## src/rtl/uart_pkg.sv

```systemverilog
// Shared encodings and defaults for the UART receive path (byte deserialiser and frame collector).
package uart_pkg;

  localparam int CLKS_PER_BIT_DEF = 27;
  localparam int FRAME_BYTES      = 14;

  localparam logic PARITY_EVEN = 1'b0;
  localparam logic PARITY_ODD  = 1'b1;

  typedef enum logic [2:0] {
    B_IDLE,
    B_START,
    B_DATA,
    B_PARITY,
    B_STOP
  } bit_state_t;

  typedef enum logic {
    F_COLLECT,
    F_PUBLISH
  } frame_state_t;

endpackage

```

## src/rtl/uart_rx_byte.sv

```systemverilog
// Deserialises one 8-data-bit + parity + 1-stop UART byte; strobes land the cycle after the stop sample.
// UART_RX_MAJORITY_EN: each sample is a 2-of-3 vote around mid-bit, decided one cycle later.
module uart_rx_byte
  import uart_pkg::*;
#(
  parameter int CLKS_PER_BIT = CLKS_PER_BIT_DEF
) (
  input  logic       clk_3125,
  input  logic       rst_n,
  input  logic       rx,
  input  logic       parity_type,
  output logic [7:0] byte_data,
  output logic       byte_valid,
  output logic       parity_error,
  output logic       framing_error,
  output logic       rx_busy,
  output logic       start_det
);

  localparam int CNT_W = $clog2(CLKS_PER_BIT);
  localparam logic [CNT_W-1:0] LAST = CNT_W'(CLKS_PER_BIT - 1);
`ifdef UART_RX_MAJORITY_EN
  localparam logic [CNT_W-1:0] START_AT = CNT_W'(CLKS_PER_BIT / 2 + 1);
`else
  localparam logic [CNT_W-1:0] START_AT = CNT_W'(CLKS_PER_BIT / 2);
`endif

  bit_state_t       state, state_n;
  logic [CNT_W-1:0] clk_cnt, clk_cnt_n;
  logic [2:0]       bit_cnt, bit_cnt_n;
  logic [7:0]       shreg, shreg_n, byte_data_n;
  logic             par_bit, par_n;
  logic             byte_valid_n, parity_error_n, framing_error_n;
  logic             rx_meta, rx_sync, rx_prev, samp, fall;

  always_ff @(posedge clk_3125 or negedge rst_n) begin
    if (!rst_n) begin
      rx_meta <= 1'b1;
      rx_sync <= 1'b1;
      rx_prev <= 1'b1;
    end else begin
      rx_meta <= rx;
      rx_sync <= rx_meta;
      rx_prev <= rx_sync;
    end
  end

`ifdef UART_RX_MAJORITY_EN
  // hist[0] is rx_sync one cycle ago, hist[1] two cycles ago.
  logic [1:0] hist;
  always_ff @(posedge clk_3125 or negedge rst_n) begin
    if (!rst_n) hist <= 2'b11;
    else        hist <= {hist[0], rx_sync};
  end
  assign samp = (rx_sync & hist[0]) | (rx_sync & hist[1]) | (hist[0] & hist[1]);
`else
  assign samp = rx_sync;
`endif

  assign fall      = rx_prev & ~rx_sync;
  assign start_det = (state == B_IDLE) && fall;
  assign rx_busy   = (state != B_IDLE);

  always_ff @(posedge clk_3125 or negedge rst_n) begin
    if (!rst_n) begin
      state         <= B_IDLE;
      clk_cnt       <= '0;
      bit_cnt       <= '0;
      shreg         <= '0;
      par_bit       <= 1'b0;
      byte_data     <= '0;
      byte_valid    <= 1'b0;
      parity_error  <= 1'b0;
      framing_error <= 1'b0;
    end else begin
      state         <= state_n;
      clk_cnt       <= clk_cnt_n;
      bit_cnt       <= bit_cnt_n;
      shreg         <= shreg_n;
      par_bit       <= par_n;
      byte_data     <= byte_data_n;
      byte_valid    <= byte_valid_n;
      parity_error  <= parity_error_n;
      framing_error <= framing_error_n;
    end
  end

  always_comb begin
    state_n         = state;
    clk_cnt_n       = clk_cnt;
    bit_cnt_n       = bit_cnt;
    shreg_n         = shreg;
    par_n           = par_bit;
    byte_data_n     = byte_data;
    byte_valid_n    = 1'b0;
    parity_error_n  = 1'b0;
    framing_error_n = 1'b0;
    case (state)
      B_IDLE: begin
        if (fall) begin
          state_n   = B_START;
          clk_cnt_n = '0;
        end
      end
      B_START: begin
        if (clk_cnt == START_AT) begin
          clk_cnt_n = '0;
          bit_cnt_n = '0;
          state_n   = samp ? B_IDLE : B_DATA;
        end else begin
          clk_cnt_n = clk_cnt + 1'b1;
        end
      end
      B_DATA: begin
        if (clk_cnt == LAST) begin
          clk_cnt_n = '0;
          shreg_n   = {samp, shreg[7:1]};
          if (bit_cnt == 3'd7) begin
            bit_cnt_n = '0;
            state_n   = B_PARITY;
          end else begin
            bit_cnt_n = bit_cnt + 1'b1;
          end
        end else begin
          clk_cnt_n = clk_cnt + 1'b1;
        end
      end
      B_PARITY: begin
        if (clk_cnt == LAST) begin
          clk_cnt_n = '0;
          par_n     = samp;
          state_n   = B_STOP;
        end else begin
          clk_cnt_n = clk_cnt + 1'b1;
        end
      end
      B_STOP: begin
        if (clk_cnt == LAST) begin
          clk_cnt_n = '0;
          state_n   = B_IDLE;
          // A bad stop bit masks any parity verdict: one strobe per byte.
          if (!samp)
            framing_error_n = 1'b1;
          else if ((^{shreg, par_bit}) != (parity_type == PARITY_ODD))
            parity_error_n = 1'b1;
          else begin
            byte_valid_n = 1'b1;
            byte_data_n  = shreg;
          end
        end else begin
          clk_cnt_n = clk_cnt + 1'b1;
        end
      end
      default: state_n = B_IDLE;
    endcase
  end

endmodule

```

## src/rtl/uart_rx_frame.sv

```systemverilog
// Collects 14 consecutive good UART bytes and publishes them atomically with frame_valid.
// Build option UART_RX_MAJORITY_EN (see uart_rx_byte) selects 2-of-3 bit sampling.
module uart_rx_frame
  import uart_pkg::*;
#(
  parameter int CLKS_PER_BIT = CLKS_PER_BIT_DEF,
  parameter int IDLE_TIMEOUT = 100000
) (
  input  logic                     clk_3125,
  input  logic                     rst_n,
  input  logic                     rx,
  input  logic                     parity_type,
  output logic [7:0]               byte_data,
  output logic                     byte_valid,
  output logic [8*FRAME_BYTES-1:0] frame_data,
  output logic                     frame_valid,
  output logic                     parity_error,
  output logic                     framing_error,
  output logic                     timeout_error,
  output logic                     rx_busy
);

  localparam int TMO_W = $clog2(IDLE_TIMEOUT + 1);
  localparam logic [3:0] LAST_IDX = 4'(FRAME_BYTES - 1);

  logic                         start_det;
  logic [3:0]                   index;
  logic [8*(FRAME_BYTES-1)-1:0] slots;
  logic [TMO_W-1:0]             tmo_cnt, tmo_inc;
  logic                         tmo_run, tmo_hit;

  uart_rx_byte #(
    .CLKS_PER_BIT (CLKS_PER_BIT)
  ) u_byte (
    .clk_3125      (clk_3125),
    .rst_n         (rst_n),
    .rx            (rx),
    .parity_type   (parity_type),
    .byte_data     (byte_data),
    .byte_valid    (byte_valid),
    .parity_error  (parity_error),
    .framing_error (framing_error),
    .rx_busy       (rx_busy),
    .start_det     (start_det)
  );

  // A start bit landing on the expiry cycle suppresses the timeout.
  assign tmo_run = (index != 4'd0) && !rx_busy && !start_det && !byte_valid;
  assign tmo_inc = tmo_cnt + 1'b1;
  assign tmo_hit = tmo_run && (tmo_inc == TMO_W'(IDLE_TIMEOUT));

  always_ff @(posedge clk_3125 or negedge rst_n) begin
    if (!rst_n) begin
      index         <= '0;
      slots         <= '0;
      frame_data    <= '0;
      frame_valid   <= 1'b0;
      timeout_error <= 1'b0;
      tmo_cnt       <= '0;
    end else begin
      frame_valid   <= 1'b0;
      timeout_error <= tmo_hit;
      if (!tmo_run || tmo_hit) tmo_cnt <= '0;
      else                     tmo_cnt <= tmo_inc;

      if (parity_error || framing_error || tmo_hit) begin
        index <= '0;
      end else if (byte_valid) begin
        if (index == LAST_IDX) begin
          index       <= '0;
          frame_data  <= {byte_data, slots};
          frame_valid <= 1'b1;
        end else begin
          slots[{index, 3'b000} +: 8] <= byte_data;
          index <= index + 1'b1;
        end
      end
    end
  end

endmodule

```

## config.mk

```make
export PLATFORM = sky130hd
export DESIGN_NAME = uart_rx_frame
export DESIGN_NICKNAME = d
export VERILOG_FILES = /design/src/rtl/uart_pkg.sv /design/src/rtl/uart_rx_byte.sv /design/src/rtl/uart_rx_frame.sv
export SDC_FILE = /design/constraint.sdc
export NUM_CORES = 1
export LEC_CHECK = 0
export ABC_AREA = 1
export CELL_PAD_IN_SITES_DETAIL_PLACEMENT = 0
export CELL_PAD_IN_SITES_GLOBAL_PLACEMENT = 1
export CORE_MARGIN = 5
export CORE_UTILIZATION = 48
export CTS_BUF_LIST = sky130_fd_sc_hd__clkbuf_4 sky130_fd_sc_hd__clkbuf_8 sky130_fd_sc_hd__clkbuf_16
export CTS_CLUSTER_SIZE = 25
export DETAILED_ROUTE_END_ITERATION = 7
export PLACE_DENSITY_LB_ADDON = 0.1
export REMOVE_ABC_BUFFERS = 1
export SLEW_MARGIN = 20
export SYNTH_ARGS = -nofsm -noshare
export SYNTH_HDL_FRONTEND = slang
export SYNTH_SLANG_ARGS = --single-unit
export TNS_END_PERCENT = 5
```

## constraint.sdc

```tcl
create_clock -name clk_3125 -period 3.95 [get_ports clk_3125]
set_input_delay 0.395 -clock clk_3125 [delete_from_list [all_inputs] [get_ports clk_3125]]
set_output_delay 0.395 -clock clk_3125 [all_outputs]
set_load 0.03 [all_outputs]
```

Word level (Yosys, flattened, before mapping)

Index checks and enable logic that the tools add are counted.

$add $sub $neg: 5
Equality and inequality tests: 16
Shift-type cells: 2
Muxes and demuxes: 35
Bitwise gates (word level): 5
Reduce and logical (&&, ||, !) cells: 28

Operator list:

| kind                                                                    | count |
|---|---|
| 104-bit bitwise mux                                                     | 1 |
| 8-bit by 9-bit variable shift with 104-bit output, first input constant | 1 |
| 8-bit by 9-bit variable part select with 104-bit output                 | 1 |
| 3-bit two-way mux                                                       | 9 |
| 17-bit by 1-bit adder with 17-bit output, second input constant         | 1 |
| 17-bit == test, second input constant                                   | 1 |
| 17-bit two-way mux                                                      | 1 |
| 5-bit two-way mux                                                       | 3 |
| 3-bit one-hot mux with 5 select lines                                   | 1 |
| 5-bit one-hot mux with 3 select lines                                   | 1 |
| 1-bit two-way mux                                                       | 14 |
| 4-bit two-way mux                                                       | 3 |
| 2-bit by 1-bit inequality test with 1-bit output, second input constant | 6 |
| 7-bit negator with 9-bit output                                         | 1 |
| 3-bit AND reduction                                                     | 3 |
| 9-bit parity                                                            | 1 |
| 3-bit by 2-bit == test with 1-bit output, second input constant         | 2 |
| 3-bit == test, second input constant                                    | 2 |
| 3-bit one-hot mux with 2 select lines                                   | 1 |
| 2-bit AND reduction                                                     | 3 |
| 6-bit AND reduction                                                     | 1 |
| 3-bit nonzero test                                                      | 2 |
| 5-bit by 1-bit adder with 5-bit output, second input constant           | 1 |
| 5-bit by 4-bit == test with 1-bit output, second input constant         | 1 |
| 17 further kinds                                                        | 30 |

Register bits after elaboration: 273
Output and inout bits: 126
Logic and storage cells: 109

Depth between registers and ports, before layout

Gate-level depths: netlist (run 1).

Depth in word-level cells: 10
Mapped depth: 14

Hierarchy

From an unflattened synthesis (run 1), not the netlist that was laid out.

Cells, all modules: 1137
Area, all modules: 11637.4 um^2

By module, submodules not included:

| module        | instances | cells an instance | area each (um^2) | seq. area each (um^2) |
|---|---|---|---|---|
| uart_rx_frame | 1         | 933               | 9875.7           | 5980.7 |
| uart_rx_byte  | 1         | 204               | 1761.7           | 854.6 |

Worst setup path before layout (run 1)

No wires, ideal clock.

Path kind: register to register
Start point: reg index[0]
End point: reg slots[30]
Arrival time: 1.964 ns
Data required time: 3.829 ns
Slack: 1.865 ns
Cell stages (with the launch flop): 10
Buffers on the path: 1
Cells stage by stage: dfrtp_1 inv_1 ha_1 xnor2_4 inv_2 nor4_4 inv_2 buf_2 nand2_1 o21ai_1

Longest elaborated chain between the ends: 8
Elaborated cells between the ends (all ways): 14

RTL lines:

| what                                                                    | RTL line            | RTL |
|---|---|---|
| start: declaration                                                      | uart_rx_frame.sv:27 | `logic [3:0] index;` |
| start signal: assignment                                                | uart_rx_frame.sv:75 | `index <= index + 1'b1;` |
| branches (longest 8 deep; another with 7-bit negator with 9-bit output) | -                   |  |
| end signal: indexed assignment                                          | uart_rx_frame.sv:74 | `slots[{index, 3'b000} +: 8] <= byte_data;` |
| end: declaration                                                        | uart_rx_frame.sv:28 | `logic [8*(FRAME_BYTES-1)-1:0] slots;` |

Parallel ways; which one is timed is not known.
A chain may end at the register's enable or synchronous reset.

Worst setup path after layout (run 1)

Start point: reg index[0]
End point: reg slots[22]

The elaborated chain is that of the path after synthesis.

==> run_results.csv, run 1 <==
group,metric,value,unit
sta,worst_pin_slew,0.870,ns
grt,grt_max_degree,82,
setup_path,r2r-end,"slots[22]",
yosys,yosys.area.top_type,"dfrtp_1",
sta,timing.final.ws_setup,1.30,ns
worst_hold_path,hold_path_end,"u_byte.rx_meta",
clock_network,cts.clk_slew.worst_paths,0.06,ns
floorplan,io_pins,130,
floorplan,die_h,164,um
yosys,syn_inst,1061,
setup_path,cp.required,4.38,ns
sta,setup_viol,0,
worst_hold_path,hold_depth,1,
worst_hold_path,hp-class,"in2reg",
sta,slew_headroom,42.0,%
clock_network,ctsHoldBuffers,1,
yosys,synth_top_area_share,59.7,%
yosys,synth_area_leaders,"dfrtp_1 (60%), mux2_2 (10%), nand2_1 (8.0%)",
worst_hold_path,min_from,"rx",
grt,antenna_found_initial,0,
yosys,synth_fa_ha_area_share,1.22,%
pwr,vdd_drop_max,0.266,mV
finish,final_common_cell,"dfrtp_1",
floorplan,coreArea,0.0233,mm2
sta,hold-worst-slack,0.271,ns
yosys,syn_area_per_cell,10.7,um2
yosys,synthMuxAreaShare,10.5,%
sta,fin_crit,2.65,ns
grt,overflow,0,
grt,grt_use_total,19.8,%
sta,hold_viol,0,
route,drt_iter0_markers,374,
yosys,synth_top_family_by_area,"simple AND/OR/NAND/NOR gates",
pwr,p_per_area,428,mW/mm2
floorplan,rows,56,
sta,fin_crit_sh,67.2,%
placed_design,dpl.hpwl,17100,um
yosys,synthSimpleGateAreaFrac,15.9,%
pwr,cellLeakagePower,6.42,nW
route,wire_per_inst,16.7,um
clock_network,clk_latency,0.54,ns
setup_path,startpoint_type,"flop",
setup_path,r2r_cells,6,
yosys,ys_seq_area_share,60.4,%
route,routed_wl,25600,um
clock_network,root_buffer,"clkbuf_16",
setup_path,worstSetupPathType,"reg2reg",
floorplan,dieWidth,164,um
clock_network,cts_max_level,1,
setup_path,ff2ff_setup_slack,1.30,ns
clock_network,postCtsSetupBuffers,0,
clock_network,tritoncts,"built",
yosys,synth-xor-area-share,1.16,%
placed_design,place_congestion,0.807,
sta,finClkSkew,0.0187,ns
floorplan,start_util,48.5,%
sta,slew_violations,0,
route,dr.pass1.iters,4,
placed_design,io_buffer_count,129,
sta,fmax,0.377,GHz
finish,diodes,0,
yosys,ys.warnings.count,0,
grt,grt_pass1_wl,42800,um
clock_network,clock_path_buffers,3,
route,via_per_inst,5.08,
sta,rsz0062_at_grt,"false",
yosys,ys_types,42,
finish,nets,1209,
clock_network,clock_sink_count,273,
route,via_count,7801,
flow_run,maxCapViolations,0,
status,outcome,"completed",
route,drc,0,
finish,syn_to_final_growth,22.8,%
placed_design,dp_slack,1.32,ns
yosys,netlist_area,0.0113,mm2
clock_network,cts_made_buffers,29,
finish,drive_above_1_share,16.2,%
clock_network,cts_resized,0,
finish,layout_common_cells,"dfrtp_1 (270), nand2_1 (241), clkdlybuf4s50_1 (128)",
floorplan,die_area,0.0268,mm2
setup_path,crit_path_end_kind,"flop",
setup_path,path_max_fanout,16,
sta,fin_tns_setup,0,ns
yosys,synth_compound_area_share,6.61,%
yosys,synth-seq-cells,273,
setup_path,r2r-start,"index[0]",
setup_path,arrival,3.08,ns
route,drtAntennaViolNets,0,
grt,grt_pass1_vias,7933,
==> flip-flops by register name, summed over array words and instances, names as in the netlist <==
register / cells
u_byte.framing_error: 1
frame_data: 112
tmo_cnt: 17
u_byte.rx_sync: 1
u_byte.parity_error: 1
index: 4
u_byte.rx_prev: 1
u_byte.clk_cnt: 5
u_byte.byte_data: 8
u_byte.state: 3
u_byte.shreg: 8
slots: 104
timeout_error: 1
u_byte.byte_valid: 1
u_byte.par_bit: 1
u_byte.rx_meta: 1
u_byte.bit_cnt: 3
frame_valid: 1
==> cell families after synthesis <==
kind of cell | Yosys count
buffers and inverters | 106
and+or+nand+nor | 412
DFF | 273
AOI/OAI and AO/OA | 141
muxes | 106
adders and majority gates | 11
xor gates and xnor gates | 12
==> worst max-delay path by stage <==
| stage | from | to | slack, ns | cells past startpoint |
|---|---|---|---|---|
| 6_report | index[0] | slots[22] | 1.30 | 6 |
| 2_1_floorplan | u_byte.byte_valid | frame_data[0] | -0.60 | 5 |
| 4_1_cts | index[0] | slots[22] | 1.27 | 6 |
| 3_5_place_dp | index[0] | slots[23] | 1.32 | 6 |
| 3_3_place_gp | index[0] | slots[11] | 1.50 | 8 |
| 5_1_grt | index[0] | slots[22] | 0.95 | 6 |
==> critical path: stages (launching register included) <==
cell and delay [ns]:
dfrtp_1 0.49, inv_1 0.14, ha_1 0.30, xnor2_4 0.43
buf_4 0.32, nand4_1 0.49, o21ai_0 0.39
==> where the power goes <==
group / internal, mW / switching (mW) / total, mW / leakage, nW
logic: 0.0943 / 0.200 / 0.295 / 2.12
registers: 2.83 / 0.0335 / 2.87 / 3.80
clock network: 1.69 / 1.10 / 2.79 / 0.498
total: 4.62 / 1.33 / 5.95 / 6.42
==> metrics by stage <==
stage	instance area (um2)	total power, mW	utilization, %	cells
after global routing	13900	6.19	59.6	1536
after floorplan	11100	3.09	-	1027
final	13900	5.95	59.6	1536
after global placement	12900	3.21	55.2	1481
after detailed placement	12900	3.22	55.2	1481
after CTS	13900	6.01	59.6	1536
==> layer usage <==
layer	GRT usage (%)	vias up	wire, um
met4	4.50	0	450
met2	31.0	148	11600
li1	-	3797	-
met1	29.2	3824	12200
met3	3.26	32	1250
met5	0	-	0
==> cell usage after synthesis <==
cell	number
nand2_1	241
nor2_1	77
buf_4	12
nand2_2	4
or2_1	1
nor4_4	1
o22ai_1	1
inv_1	67
a31oi_1	1
inv_2	5
o21ai_2	1
ha_1	11
o21ai_0	72
mux2i_1	1
buf_6	1
nor2_2	2
xor2_1	5
nor3_1	11
nand3_2	4
mux2_2	105
xnor2_4	1
o21bai_1	1
buf_2	16
o21ai_1	33
nor2_8	1
a221oi_1	1
nor3_2	3
nand2_4	2
nand3b_1	1
nand3b_4	1
xor2_2	1
dfstp_2	3
clkbuf_1	5
o31ai_1	8
nor3b_1	1
o21a_1	4
xnor2_1	5
nand4_1	13
dfrtp_1	270
nand4_2	2
a21oi_1	19
nand3_1	47
==> layout make-up <==
type	count	area (um2)
inverters	72	270
fillers	1988	9430
well taps	319	399
flip-flops and latches	273	6840
clock inverters	14	156
clock buffers	40	846
repair buffers	136	1380
multi-input cells	682	4020
Note: power is estimated with default switching activity, not from simulation.
==> run 2: changes to the inputs <==
--- a/config.mk
+++ b/config.mk
@@ -9,7 +9,7 @@
 export CELL_PAD_IN_SITES_DETAIL_PLACEMENT = 0
 export CELL_PAD_IN_SITES_GLOBAL_PLACEMENT = 1
 export CORE_MARGIN = 5
-export CORE_UTILIZATION = 48
+export CORE_UTILIZATION = 40
 export CTS_BUF_LIST = sky130_fd_sc_hd__clkbuf_4 sky130_fd_sc_hd__clkbuf_8 sky130_fd_sc_hd__clkbuf_16
 export CTS_CLUSTER_SIZE = 25
 export DETAILED_ROUTE_END_ITERATION = 7
==> constraint.sdc (replaced) <==
create_clock -name clk_3125 -period 2.4 [get_ports clk_3125]
set_input_delay 0.24 -clock clk_3125 [delete_from_list [all_inputs] [get_ports clk_3125]]
set_output_delay 0.24 -clock clk_3125 [all_outputs]
set_load 0.03 [all_outputs]
==> run 2 against run 1 <==
  * First-iteration DRC count up 51%
  * Utilization down 8.5 points
  * Critical path depth up 2
  * Combinational power up 71%
  * Register-to-register slack worse by 1.2 ns
  * Sequential cell count unchanged
  * Sequential share of layout area down 1.1 points
  * Die area up 19%
  * Design area up 2.4%
  * Clock-buffer cell count up 2
  * Global-route usage down 1.7 points
  * Critical path type unchanged
  * Largest power group unchanged
==> run_results.csv, run 2 (synthesis gave the netlist of run 1 again) <==
group,metric,value,unit
status,outcome,"completed",
route,routed_wl,27800,um
placed_design,dpl.hpwl,18900,um
worst_hold_path,hp-class,"in2reg",
setup_path,arrival,2.77,ns
setup_path,cp.required,2.88,ns
route,wire_per_inst,17.3,um
clock_network,cts_max_level,1,
floorplan,die_h,178,um
finish,reg.largest.list,"frame_data x112, slots x104, tmo_cnt x17",
setup_path,crit_path_end_kind,"flop",
sta,setup_viol,0,
clock_network,tritoncts,"built",
floorplan,rows,61,
setup_path,startpoint_type,"flop",
clock_network,cts_made_buffers,29,
pwr,p_per_area,698,mW/mm2
route,drt_iter0_markers,564,
setup_path,path_max_fanout,23,
clock_network,cts.clk_slew.worst_paths,0.06,ns
sta,fin_crit,2.29,ns
sta,finClkSkew,0.00873,ns
finish,layout_common_cells,"dfrtp_1 (269), nand2_1 (240), clkdlybuf4s50_1 (128)",
clock_network,root_buffer,"clkbuf_16",
finish,fin_util,51.1,%
sta,hold-worst-slack,0.120,ns
setup_path,cp_cell_sequence,"inv_1 -> ha_1 -> xnor2_4 -> buf_4 -> nand4_2 -> inv_1 -> nand2_1 -> nand2_1",
route,drc,0,
route,via_per_inst,4.91,
sta,worst_pin_slew,0.681,ns
clock_network,clk_latency,0.54,ns
grt,use_met3,3.05,%
route,drtAntennaViolNets,0,
floorplan,dieWidth,178,um
finish,diodes,0,
grt,met2_usage,28.6,%
finish,drive_above_1_share,17.6,%
route,via_count,7893,
clock_network,clock_path_buffers,3,
finish,fillers,2529,
floorplan,start_util,40.6,%
setup_path,crit_slowest_cell,"dfrtp_1",
sta,slew_headroom,54.6,%
route,dr.pass1.iters,5,
sta,rsz0062_at_grt,"true",
sta,fin_crit_sh,95.3,%
finish,largest_register,"frame_data",
finish,largest_reg_flops,112,
grt,overflow,0,
floorplan,coreArea,0.0279,mm2
sta,fin_tns_setup,0,ns
placed_design,place_area,0.0132,mm2
placed_design,dp_slack,0.101,ns
sta,slew_violations,0,
finish,final_common_cell,"dfrtp_1",
grt,grt_pass1_wl,45800,um
floorplan,io_pins,130,
finish,nets,1226,
clock_network,clock_sink_count,273,
setup_path,worstSetupPathType,"reg2reg",
clock_network,postCtsSetupBuffers,0,
floorplan,die_area,0.0318,mm2
flow_run,maxCapViolations,0,
grt,grt_max_degree,76,
grt,grt_use_total,18.0,%
finish,final_area,0.0142,mm2
sta,hold_viol,0,
pwr,vdd_drop_max,0.459,mV
grt,top_usage_layer,"met2",
placed_design,io_buffer_count,129,
pwr,cellLeakagePower,6.51,nW
setup_path,critPathMaxStageDelay,0.48,ns
grt,grt_use_met1,26.0,%
finish,syn_to_final_growth,25.7,%
sta,timing.final.ws_setup,0.112,ns
sta,fmax,0.437,GHz
grt,grt_pass1_vias,8155,
placed_design,place_congestion,0.782,
grt,antenna_found_initial,1,
-- run 2: cell types whose count changed in the layout (fill, tap and decap cells not counted), sizes merged --
cell      previous run  this run
clkinv               7         4
inv                 73        72
nand2              247       248
buf                  7        23
bufinv               3         4
clkbuf              40        42
clkinvlp             3         1
-- run 2: worst max-delay path, delay by kind of cell, from the launching register on --
| family | cells | cell delay, ns |
|---|---|---|
| buffers and inverters | 3 | 0.70 |
| flip-flops | 1 | 0.48 |
| AND/OR/NAND/NOR | 3 | 0.46 |
| adder cells (fa/ha/maj) | 1 | 0.29 |
| XOR/XNOR | 1 | 0.28 |
-- run 2: stage by stage --
stage / std cells / power (mW)
after floorplan: 1027 / 5.08
after global routing: 1609 / 10.3
final: 1609 / 9.93
after CTS: 1608 / 10.1
after detailed placement: 1556 / 5.31
after global placement: 1556 / 5.31
-- run 2: layer usage --
layer  wire length, um  vias to the layer above
met5                 0                        -
met4               558                        0
met3              1230                       46
met2             12700                      162
met1             13300                     3858
li1                  -                     3827
-- run 2: report_power, final --
group | internal, mW | total [mW] | switching [mW]
combinational | 0.169 | 0.504 | 0.335
clock | 2.90 | 4.71 | 1.81
sequential | 4.66 | 4.72 | 0.0568
-- run 2: area by class of cell --
class	count	area, um2	share of cell area, %
Clock buffer	42	861	6.05
Clock inverter	9	148	1.04
Inverter	72	270	1.90
Multi-Input combinational cell	683	4060	28.5
Sequential cell	273	6840	48.0
Tap cell	378	473	3.32
Timing Repair Buffer	152	1580	11.1
-- run 2: path summary, 6_finish.rpt --
check / start / end / depth (start not counted) / slack, ns
worst min register to register: u_byte.rx_meta / u_byte.rx_sync / 0 / 0.35
max in group asynchronous: rst_n / u_byte.rx_meta / 3 / 1.37
worst min-delay path: rx / u_byte.rx_meta / 1 / 0.12
worst max register to register: index[0] / slots[88] / 8 / 0.11
worst max-delay path: index[0] / slots[88] / 8 / 0.11
min in group asynchronous: rst_n / frame_data[100] / 2 / 0.31
-- run 2: repair_timing --
item | CTS | global route
gates resized for setup | 0 | 9
endpoints found under the hold margin | 67 | 0
endpoints found under the setup margin | 0 | 50
hold buffers | 1 | 0
